==> src/rtl/player_hit_judge.sv <==
// player_hit_judge: player/enemy-bullet collision, health, invulnerability and explosion sequencing
module player_hit_judge #(
  parameter int PLANE_W      = 50,
  parameter int PLANE_H      = 40,
  parameter int BULLET_W     = 10,
  parameter int BULLET_H     = 10,
  parameter int MAX_HEALTH   = 3,
  parameter int INVULN_TICKS = 60,
  parameter int FRAME_TICKS  = 8,
  parameter int BOOM_FRAMES  = 4
) (
  input  logic       clk,
  input  logic       rst,
  input  logic       tick,
  input  logic [9:0] p_x,
  input  logic [9:0] p_y,
  input  logic [9:0] eb_x,
  input  logic [9:0] eb_y,
  input  logic       ebullet_en,
  input  logic       player_en,
  output logic       hit,
  output logic [2:0] health,
  output logic       invuln,
  output logic       boom,
  output logic [1:0] boom_frame,
  output logic       dead
);
  typedef enum logic [2:0] {IDLE, ALIVE, INVULN, BOOM, DEAD} state_t;
  localparam int IW = $clog2(INVULN_TICKS + 1);
  localparam int FW = $clog2(FRAME_TICKS + 1);
  state_t state, state_n;
  logic [2:0] health_n;
  logic hit_n, coll, qhit;
  logic [IW-1:0] inv_cnt, inv_n;
  logic [FW-1:0] tcnt, tcnt_n;
  logic [1:0] frame, frame_n;
  assign coll = ({1'b0, eb_x} + 11'(BULLET_W) > {1'b0, p_x}) && ({1'b0, eb_x} < {1'b0, p_x} + 11'(PLANE_W)) &&
                ({1'b0, eb_y} + 11'(BULLET_H) > {1'b0, p_y}) && ({1'b0, eb_y} < {1'b0, p_y} + 11'(PLANE_H));
  assign qhit = coll && ebullet_en && player_en && state == ALIVE;
  always_comb begin
    state_n  = state;
    health_n = health;
    hit_n    = 1'b0;
    inv_n    = inv_cnt;
    tcnt_n   = tcnt;
    frame_n  = frame;
    case (state)
      IDLE: state_n = player_en ? ALIVE : IDLE;
      ALIVE: if (qhit) begin
        hit_n = 1'b1;
        if (health > 3'd1) begin
          health_n = health - 3'd1;
          inv_n    = IW'(INVULN_TICKS);
          state_n  = INVULN;
        end else begin
          health_n = 3'd0;
          tcnt_n   = '0;
          frame_n  = 2'd0;
          state_n  = BOOM;
        end
      end
      INVULN: if (player_en && tick) begin
        inv_n   = inv_cnt - 1'b1;
        state_n = inv_cnt == IW'(1) ? ALIVE : INVULN;
      end
      BOOM: if (tick) begin
        if (tcnt == FW'(FRAME_TICKS - 1)) begin
          tcnt_n = '0;
          if (frame == 2'(BOOM_FRAMES - 1)) state_n = DEAD;
          else frame_n = frame + 2'd1;
        end else tcnt_n = tcnt + 1'b1;
      end
      DEAD: state_n = DEAD;
      default: state_n = IDLE;
    endcase
  end
  always_ff @(posedge clk) begin
    if (rst) begin
      state   <= IDLE;
      health  <= 3'(MAX_HEALTH);
      hit     <= 1'b0;
      inv_cnt <= '0;
      tcnt    <= '0;
      frame   <= 2'd0;
    end else begin
      state   <= state_n;
      health  <= health_n;
      hit     <= hit_n;
      inv_cnt <= inv_n;
      tcnt    <= tcnt_n;
      frame   <= frame_n;
    end
  end
  assign invuln     = state == INVULN;
  assign boom       = state == BOOM;
  assign dead       = state == DEAD;
  assign boom_frame = boom ? frame : 2'd0;
endmodule

==> config.mk <==
export PLATFORM = sky130hd
export DESIGN_NAME = player_hit_judge
export DESIGN_NICKNAME = d
export VERILOG_FILES = /design/src/rtl/player_hit_judge.sv
export SDC_FILE = /design/constraint.sdc
export NUM_CORES = 1
export LEC_CHECK = 0
export CORE_MARGIN = 2
export CORE_UTILIZATION = 52
export CTS_BUF_LIST = sky130_fd_sc_hd__clkbuf_16
export DETAILED_ROUTE_END_ITERATION = 8
export MAX_ROUTING_LAYER = met4
export PLACE_DENSITY = 0.84
export SETUP_SLACK_MARGIN = 0.1
export SYNTH_ARGS = -nofsm -noshare
export SYNTH_HDL_FRONTEND = slang
export SYNTH_SLANG_ARGS = --single-unit
export TNS_END_PERCENT = 20
==> constraint.sdc <==
create_clock -name clk -period 5.3 [get_ports clk]
set_clock_uncertainty 0.05 [all_clocks]
set_input_delay 1.59 -clock clk [delete_from_list [all_inputs] [get_ports clk]]
set_output_delay 1.59 -clock clk [all_outputs]
set_load 0.01 [all_outputs]
== Yosys cells after proc, flatten, opt, wreduce, memory -nomap -nowiden ==
Cells that the tools add are included.

* Flip-flop bits (word level): 19
* Input port bits: 45
* Word-level logic and storage cells: 78

* Add/sub/neg operators: 8
* $lt $le $gt $ge: 5
* Eq/ne operators: 15
* Multiplexer cells: 27
* Bitwise operators: 1
* Reduce and logical (&&, ||, !) cells: 16

{| class="wikitable"
|+ Operators with widths
! operator !! count
|-
| $add A10 B4 Y11 const B || 2
|-
| $add A10 B6 Y11 const B || 2
|-
| $gt A11 B10 Y1 || 2
|-
| $lt A10 B11 Y1 || 2
|-
| $mux W3 || 6
|-
| $mux W6 || 3
|-
| $mux W4 || 4
|-
| $pmux W3 S5 || 1
|-
| $mux W2 || 7
|-
| $pmux W6 S2 || 1
|-
| $ne A2 B1 Y1 const B || 4
|-
| $ne A2 B2 Y1 const B || 4
|-
| $pmux W4 S2 || 1
|-
| $reduce_and A4 Y1 || 2
|-
| $logic_and A1 B1 Y1 || 7
|-
| $eq A3 B2 Y1 const B || 2
|-
| $eq A6 B1 Y1 const B || 1
|-
| $reduce_and A6 Y1 || 1
|-
| $sub A6 B1 Y6 const B || 1
|-
| $reduce_and A5 Y1 || 1
|-
| $add A4 B1 Y4 const B || 1
|-
| $eq A4 B3 Y1 const B || 1
|-
| $pmux W2 S2 || 1
|-
| $reduce_bool A2 Y1 || 2
|-
| 11 further kinds || 13
|}

== Longest topological paths before layout ==
Gate-level depths: netlist of the first run.

* Depth after elaboration: 10
* Gate-level depth with buffers: 12
* Depth with buffers taken out: 12

== Worst setup path before layout of the first run ==
OpenSTA, ideal clock, no wires.

* Path type: input-to-reg
* Start point: input port eb_y[1]
* End point: register health[2]
* Library setup time: 0.070 ns
* Arrival: 4.086 ns
* Required time: 5.180 ns
* Path slack: 1.093 ns
* Stages: 11
* Cells stage by stage: ha_1 > o21ai_0 > or2_2 > xnor2_1 > ha_1 > and4_1 > nand4_1 > o21bai_1 > a311o_1 > or4_1 > a21oi_1

* Word-level cells in the longest chain between the ends: 8
* Elaborated cells between the ends (all ways): 9
* Classes of those cells: 1 x add/sub; 2 x order compare; 6 x reduce/logical

{| class="wikitable"
|+ Ends and longest elaborated chain
! item !! line !! source
|-
| start: declaration || 18 || <nowiki>input logic [9:0] eb_y,</nowiki>
|-
| $add A10 B4 Y11 || 38 || <nowiki>({1'b0, eb_y} + 11'(BULLET_H) > {1'b0, p_y}) && ({1'b0, eb_y} < {1'b0, p_y} + 11'(PLANE_H));</nowiki>
|-
| $gt A11 B10 Y1 || 38 ||
|-
| $logic_and A1 B1 Y1 || 37 || <nowiki>assign coll = ({1'b0, eb_x} + 11'(BULLET_W) > {1'b0, p_x}) && ({1'b0, eb_x} < {1'b0, p_x} + 11'(PLANE_W)) &&</nowiki>
|-
| $logic_and A1 B1 Y1 * || 38 ||
|-
| $logic_and A1 B1 Y1 * (3 in a row) || 39 || <nowiki>assign qhit = coll && ebullet_en && player_en && state == ALIVE;</nowiki>
|-
| $reduce_and A2 Y1 (no source line) * || n/a ||
|-
| end signal: assignment || 80 || <nowiki>health <= 3'(MAX_HEALTH);</nowiki>
|-
| end signal: assignment || 87 || <nowiki>health <= health_n;</nowiki>
|-
| end: declaration || 22 || <nowiki>output logic [2:0] health,</nowiki>
|}

Every way passes the cells marked *; elsewhere a longest branch is shown, timed or not.
A chain may end at the register's enable or synchronous reset.

== Final worst setup path of the first run ==
* Start point: input port eb_x[3]
* End point: register health[2]

* Word-level cells in the longest chain between the ends: 9
* Elaborated cells between the ends (all ways): 10
* Classes of those cells: 1 x add/sub; 2 x order compare; 7 x reduce/logical

{| class="wikitable"
|+ Ends and longest elaborated chain
! item !! line !! source
|-
| start: declaration || 17 || <nowiki>input logic [9:0] eb_x,</nowiki>
|-
| $add A10 B4 Y11 || 37 ||
|-
| $gt A11 B10 Y1 || 37 ||
|-
| $logic_and A1 B1 Y1 * (2 in a row) || 37 ||
|-
| $logic_and A1 B1 Y1 * || 38 ||
|-
| $logic_and A1 B1 Y1 * (3 in a row) || 39 ||
|-
| $reduce_and A2 Y1 (no source line) * || n/a ||
|}

Marked as above.

==> results of run 1 <==
==> power by group <==
part	total [W]	switching, W	internal [W]	leakage, nW
combinational	0.000362	0.000200	0.000163	1.21
sequential	0.000196	0.0000282	0.000168	0.154
clock	0.000157	0.0000561	0.000101	0.0409
total	0.000716	0.000284	0.000432	1.41
==> layout make-up <==
cell class	count	area (µm²)	share of cell area, %
Multi-Input combinational cell	272	2040	62.6
Timing Repair Buffer	55	546	16.8
Sequential cell	19	380	11.7
Inverter	34	128	3.92
Tap cell	67	83.8	2.57
Clock buffer	3	75.1	2.31
Clock inverter	1	5.00	0.154
==> worst max-delay path, cell delays in order <==
cell and delay, ps:
clkdlybuf4s50_1 520, a21oi_1 360, nor2_1 110, xor2_1 160
ha_1 350, nand4_1 90, and3_1 180, a2111oi_1 580
o2bb2ai_1 270, or4_1 560, a21oi_1 170
==> registers in the layout, summed over array words and instances (netlist names) <==
register / count
hit: 1
inv_cnt: 6
health: 3
frame: 2
tcnt: 4
state: 3
==> metal layers <==
metal | global-route usage, % | routed length [µm] | up-vias
met1 | 30.8 | 2870 | 1236
met2 | 45.0 | 3270 | 70
met5 | - | 0 | -
li1 | - | - | 1349
met3 | 3.25 | 226 | 8
met4 | 5.45 | 62 | 0
==> final timing paths <==
path	to	slack, ps	cells after the start
worst max-delay path	health[2]$_SDFFE_PP0P_	470	11
worst max register to register	tcnt[2]$_SDFFE_PP0P_	2990	6
worst min-delay path	frame[0]$_SDFFE_PP0P_	480	2
worst min register to register	frame[0]$_SDFFE_PP0P_	480	2
==> placed cells by master (no fill, tap or decap), types with 7 or more instances in the layout <==
cell type / netlist / routed
nand2_1: 19 / 19
nand3_1: 13 / 13
dfxtp_1: 19 / 19
inv_1: 32 / 32
clkdlybuf4s50_1: 0 / 53
ha_1: 48 / 48
nor2_1: 23 / 23
a21o_1: 8 / 8
a211oi_1: 7 / 7
a21oi_1: 21 / 21
xnor2_1: 22 / 22
o21ai_0: 8 / 8
nor4_1: 9 / 9
nand4_1: 9 / 9
==> through the flow <==
step	util (%)	instances	power [W]	hold WS, ps
after global placement	67.2	447	0.000547	453
final	68.9	451	0.000716	481
after detailed placement	67.2	447	0.000556	459
after floorplan	-	329	0.000437	418
after global routing	68.9	451	0.000770	520
after CTS	68.9	451	0.000712	473
==> synthesized netlist by cell type, types with 4 or more instances <==
| cell | n | area (µm²) |
|---|---|---|
| nand3_1 | 13 | 65.1 |
| inv_1 | 32 | 120 |
| o211ai_1 | 5 | 37.5 |
| a211oi_1 | 7 | 52.6 |
| xnor2_1 | 22 | 193 |
| xor2_1 | 4 | 35.0 |
| nor4_1 | 9 | 56.3 |
| a31oi_1 | 4 | 25.0 |
| nor3_1 | 6 | 30.0 |
| nand4_1 | 9 | 56.3 |
| a21oi_1 | 21 | 105 |
| o21ai_0 | 8 | 40.0 |
| nor2_1 | 23 | 86.3 |
| nor2b_1 | 5 | 31.3 |
| nand2_1 | 19 | 71.3 |
| dfxtp_1 | 19 | 380 |
| o31ai_1 | 4 | 30.0 |
| and4_1 | 4 | 35.0 |
| a21o_1 | 8 | 60.1 |
| and3_1 | 4 | 25.0 |
| ha_1 | 48 | 601 |
==> cell families (layout without fill, tap and decap cells) <==
kind of cell | after synthesis | count (layout) | share of synthesized area (%)
AO/OA/AOI/OAI | 88 | 88 | 23.9
multiplexers | 1 | 1 | 0.391
buffers and inverters | 38 | 93 | 5.62
AND/OR/NAND/NOR | 109 | 109 | 22.9
flip-flops | 19 | 19 | 14.8
adder cells (fa/ha/maj) | 48 | 48 | 23.4
XOR/XNOR | 26 | 26 | 8.89
==> metrics.md, run 1 <==
| Metric | Value |
|---|---|
| Status | complete, no violations |
| Final setup fails | 0 |
| Clock Sinks | 19 |
| Fmax | 0.207 GHz |
| Slew @ Worst Pin | 685 ps |
| Crit path max fanout | 7 |
| H-tree levels | 1 |
| Ant diodes | 0 |
| CP startpoint | eb_x[3] |
| # fillers | 407 |
| Crit path required time | 5420 ps |
| Initial Utilization | 54.3% |
| Initial antenna violation count | 0 |
| Top_reg_cell synth | dfxtp_1 |
| Core area | around 4700 µm² |
| Nets@finish | 478 |
| Synthesized instance count | roughly 330 |
| Setup TNS | 0 ps |
| Pins Over Slew Limit | 0 |
| Placed cell areas | about 3200 µm² |
| IO Count | 54 |
| Max-Cap Viols | 0 |
| Final WS setup | roughly 470 ps |
| Syn nets | 422 |
| Sequential share of the synthesized area | 14.8% |
| # rows | 25 |
| Worst R2R Start | state[0]$_SDFFE_PP0P_ |
| Initial DRT Pass Iterations | 4 |
| Cts hold-fix bufs | 0 |
| Mapped Area | ~2600 µm² |
| CP endpoint kind | flop |
| CTS Buffer Depth | 2 |
| DR DRC count | 0 |
| Post-DP HPWL | 5250 µm |
| Die height | 74.2 µm |
| Share of layout cells above drive strength 1 | 3.39% |
| CTS Buf Count | 3 |
| Die W | approximately 74 µm |
| Syn avg cell area | 7.79 µm² |
| Library cells used by synthesis | between 50 and 60 |
| Via count | ~2700 |
| Clock transition at path regs | 60 ps |
| Final cycle utilization of the critical path | 91.1% |
| 1st-iter DRT viols | 143 |
| Gpl congestion | ~0.86 |
| Routed length per instance | about 14 µm |
| Port Buf Inserts | 53 |
| EDFF count, synth | 0 |
| FFs w/ async S/R, synth | 0% |
| Via density | 5.90 |
| Final wirelength | 6430 µm |
| Antenna Violating Nets Remaining | 0 |
| Lkg Pwr | 1.41 nW |
| Vias in the first global route | 2539 |
| Layout area overhead | 27.1% |
| Root Driver | clkbuf_16 |
| Worst endpoint data arrival time | 4940 ps |
| Largest net degree at the start of global routing | 20 |
| Synth Warn # | 0 |
| Hold Crit Start | frame[0]$_SDFFE_PP0P_ |
| Final Hold Fails | 0 |
| DIE AREA | 5510 µm² |
| Slew headroom | 54.2% |
| Total GRT Usage | 25.4% |
| Post-CTS Setup Bufs | 0 |
| Dpl ws | 254 ps |
| First-pass GRT wire length | 10900 µm |
| CP Class | input pin to flop |
| Cell Pwr Density | 220 nW/µm² |
| Period minus WS final | 4830 ps |
| Worst setup SP type | input pin |
| Worst-Skew Late Latency | 250 ps |
| Post-CTS sizing | 0 |
| Max VDD drop | 0.180 mV |
| FF+latch count, synth | 19 |
| Worst min-delay path category | flop to flop |
| TritonCTS clock tree | done |
| GRT overflow | 0 |
| RSZ-0062 raised after global routing | no |
| Design area | roughly 3300 µm² |
No activity file was read; power rests on OpenSTA's default activity.
==> run 2: changes to the inputs <==
Settings changed: MAX_ROUTING_LAYER met4 to not set.
==> run 2 against run 1 <==
Critical path depth unchanged; sequential power is essentially flat; flip-flop and latch count is the same.
==> metrics.md, run 2 (synthesis results as in run 1) <==
| Metric | Value |
|---|---|
| TritonCTS clock tree | done |
| Initial DRT Pass Iterations | 4 |
| Top Layer Used | met4 |
| CP Class | input pin to flop |
| Clock Power Share | 21.9% |
| Ant diodes | 0 |
| Setup TNS | 0 ps |
| CP max-delay cell | a2111oi_1 |
| Cell repeated most along the worst path | a21oi_1 |
| DIE AREA | 5510 µm² |
| Worst setup SP type | input pin |
| Status | complete, no violations |
| Final cycle utilization of the critical path | 91.1% |
| Die height | about 74 µm |
| DR DRC count | 0 |
| Sequential Power Share | 27.5% |
| Vias in the first global route | 2540 |
| Max VDD drop | around 0.18 mV |
| Commonest non-fill, non-tap cell in the layout | clkdlybuf4s50_1 |
| CP endpoint kind | flop |
| Routed length per instance | 14.2 µm |
| Pins Over Slew Limit | 0 |
| Fin Hold WS | 483 ps |
| Gpl congestion | 0.842 |
| Share of layout cells above drive strength 1 | 3.39% |
| Crit-path cells | clkdlybuf4s50_1, a21oi_1, nor2_1, xor2_1, ha_1, nand4_1, and3_1, a2111oi_1, o2bb2ai_1, or4_1, a21oi_1 |
| Post-CTS sizing | 0 |
| WL met2 | around 3300 µm |
| Final Hold Fails | 0 |
| Clock transition at path regs | around 60 ps |
| Met1 wire length | 2880 µm |
| Cts hold-fix bufs | 0 |
| # fillers | 407 |
| Fmax | 0.207 GHz |
| Slew headroom | ~52% |
| Net switching power | approximately 0.00028 W |
| Worst path max stage delay | 580 ps |
| Via count | 2672 |
| Largest Register | inv_cnt |
| Clock Sinks | 19 |
| Most frequent cells in the layout | 53 x clkdlybuf4s50_1, 48 x ha_1, 32 x inv_1 |
| Worst min-delay path category | flop to flop |
| Post-CTS Setup Bufs | 0 |
| Slew @ Worst Pin | 717 ps |
| IO Count | between 50 and 60 |
| Lkg Pwr | about 1.4 nW |
| Net Sw Frac | 39.5% |
| Largest regs | inv_cnt: 6 flops, tcnt: 4 flops |
| Root Driver | clkbuf_16 |
| # rows | 25 |
| RSZ-0062 raised after global routing | no |
| GRT overflow | 0 |
| Largest net degree at the start of global routing | 20 |
| Initial Utilization | 54.3% |
| Layout area overhead | 27.1% |
| DR WL met3 | 220 µm |
| Initial antenna violation count | 0 |
| First-pass GRT wire length | 10900 µm |
| Worst-Skew Late Latency | about 250 ps |
| Period minus WS final | 4830 ps |
| Total GRT Usage | 24.7% |
| Max-Cap Viols | 0 |
| Buf+Inv Stages, Crit Path | 1 |
| Max FFs per register | 6 |
| Nets@finish | 478 |
| Delay-heaviest family, CP | compound AO/OA/AOI/OAI gates |
| Crit path max fanout | 7 |
| Die W | 74.2 µm |
| Cell Pwr Density | 220 nW/µm² |
| Worst endpoint data arrival time | roughly 5000 ps |
| Via density | 5.92 |
| Antenna Violating Nets Remaining | 0 |
| Crit path required time | around 5400 ps |
| CTS Buf Count | 3 |
| CTS Buffer Depth | 2 |
| Post-DP HPWL | 5250 µm |
| Core area | 4720 µm² |
| R2r setup slk | 2990 ps |
| Final wirelength | 6420 µm |
| H-tree levels | 1 |
| Port Buf Inserts | 53 |
| Internal power | between 0.0004 and 0.0005 W |
| Final setup fails | 0 |
| 1st-iter DRT viols | 148 |
| Combinational Power Share | 50.7% |
run 2: cell counts in the layout (fill, tap and decap cells not counted):
No cell type changed its count.
run 2: final timing paths:
kind	startpoint	depth (start not counted)	endpoint
setup / recovery	eb_x[3]	11	health[2]$_SDFFE_PP0P_
setup reg to reg	state[0]$_SDFFE_PP0P_	6	tcnt[2]$_SDFFE_PP0P_
hold reg to reg	frame[0]$_SDFFE_PP0P_	2	frame[0]$_SDFFE_PP0P_
hold / removal	frame[0]$_SDFFE_PP0P_	2	frame[0]$_SDFFE_PP0P_
run 2: layer usage:
layer | track usage [%] | up-vias
met5 | 0 | -
met4 | 5.45 | 0
met3 | 3.39 | 8
met2 | 45.0 | 59
met1 | 30.7 | 1253
li1 | - | 1352
run 2: tightest hold or removal path: cells and delay by family (launching register included):
kind / cells / cell delay [ps]
AO/OA/AOI/OAI: 2 / 140
flip-flops: 1 / 360
run 2: metrics by stage:
step	instance area (µm²)	worst slack [ps]	total power, W	std cells	util [%]
after floorplan	2560	1090	0.000437	329	-
after global placement	3180	410	0.000547	447	67.2
after detailed placement	3180	254	0.000556	447	67.2
after CTS	3260	480	0.000712	451	68.9
after global routing	3260	100	0.000770	451	68.9
final	3260	470	0.000715	451	68.9
run 2: power groups by stage:
stage / Sequential, W / Combinational (W) / Clock [W]
after floorplan: 0.000185 / 0.000252 / 0
after global placement: 0.000197 / 0.000351 / 0
after detailed placement: 0.000198 / 0.000358 / 0
after CTS: 0.000196 / 0.000361 / 0.000156
after global routing: 0.000200 / 0.000408 / 0.000163
final: 0.000196 / 0.000362 / 0.000156
run 2: final cells by class:
cell class                      instances  area [µm²]  share of cell area [%]
Inverter                               34         128                    3.92
Tap cell                               67        83.8                    2.57
Clock buffer                            3        75.1                    2.31
Multi-Input combinational cell        272        2040                    62.6
Sequential cell                        19         380                    11.7
Clock inverter                          1        5.00                   0.154
Timing Repair Buffer                   55         546                    16.8
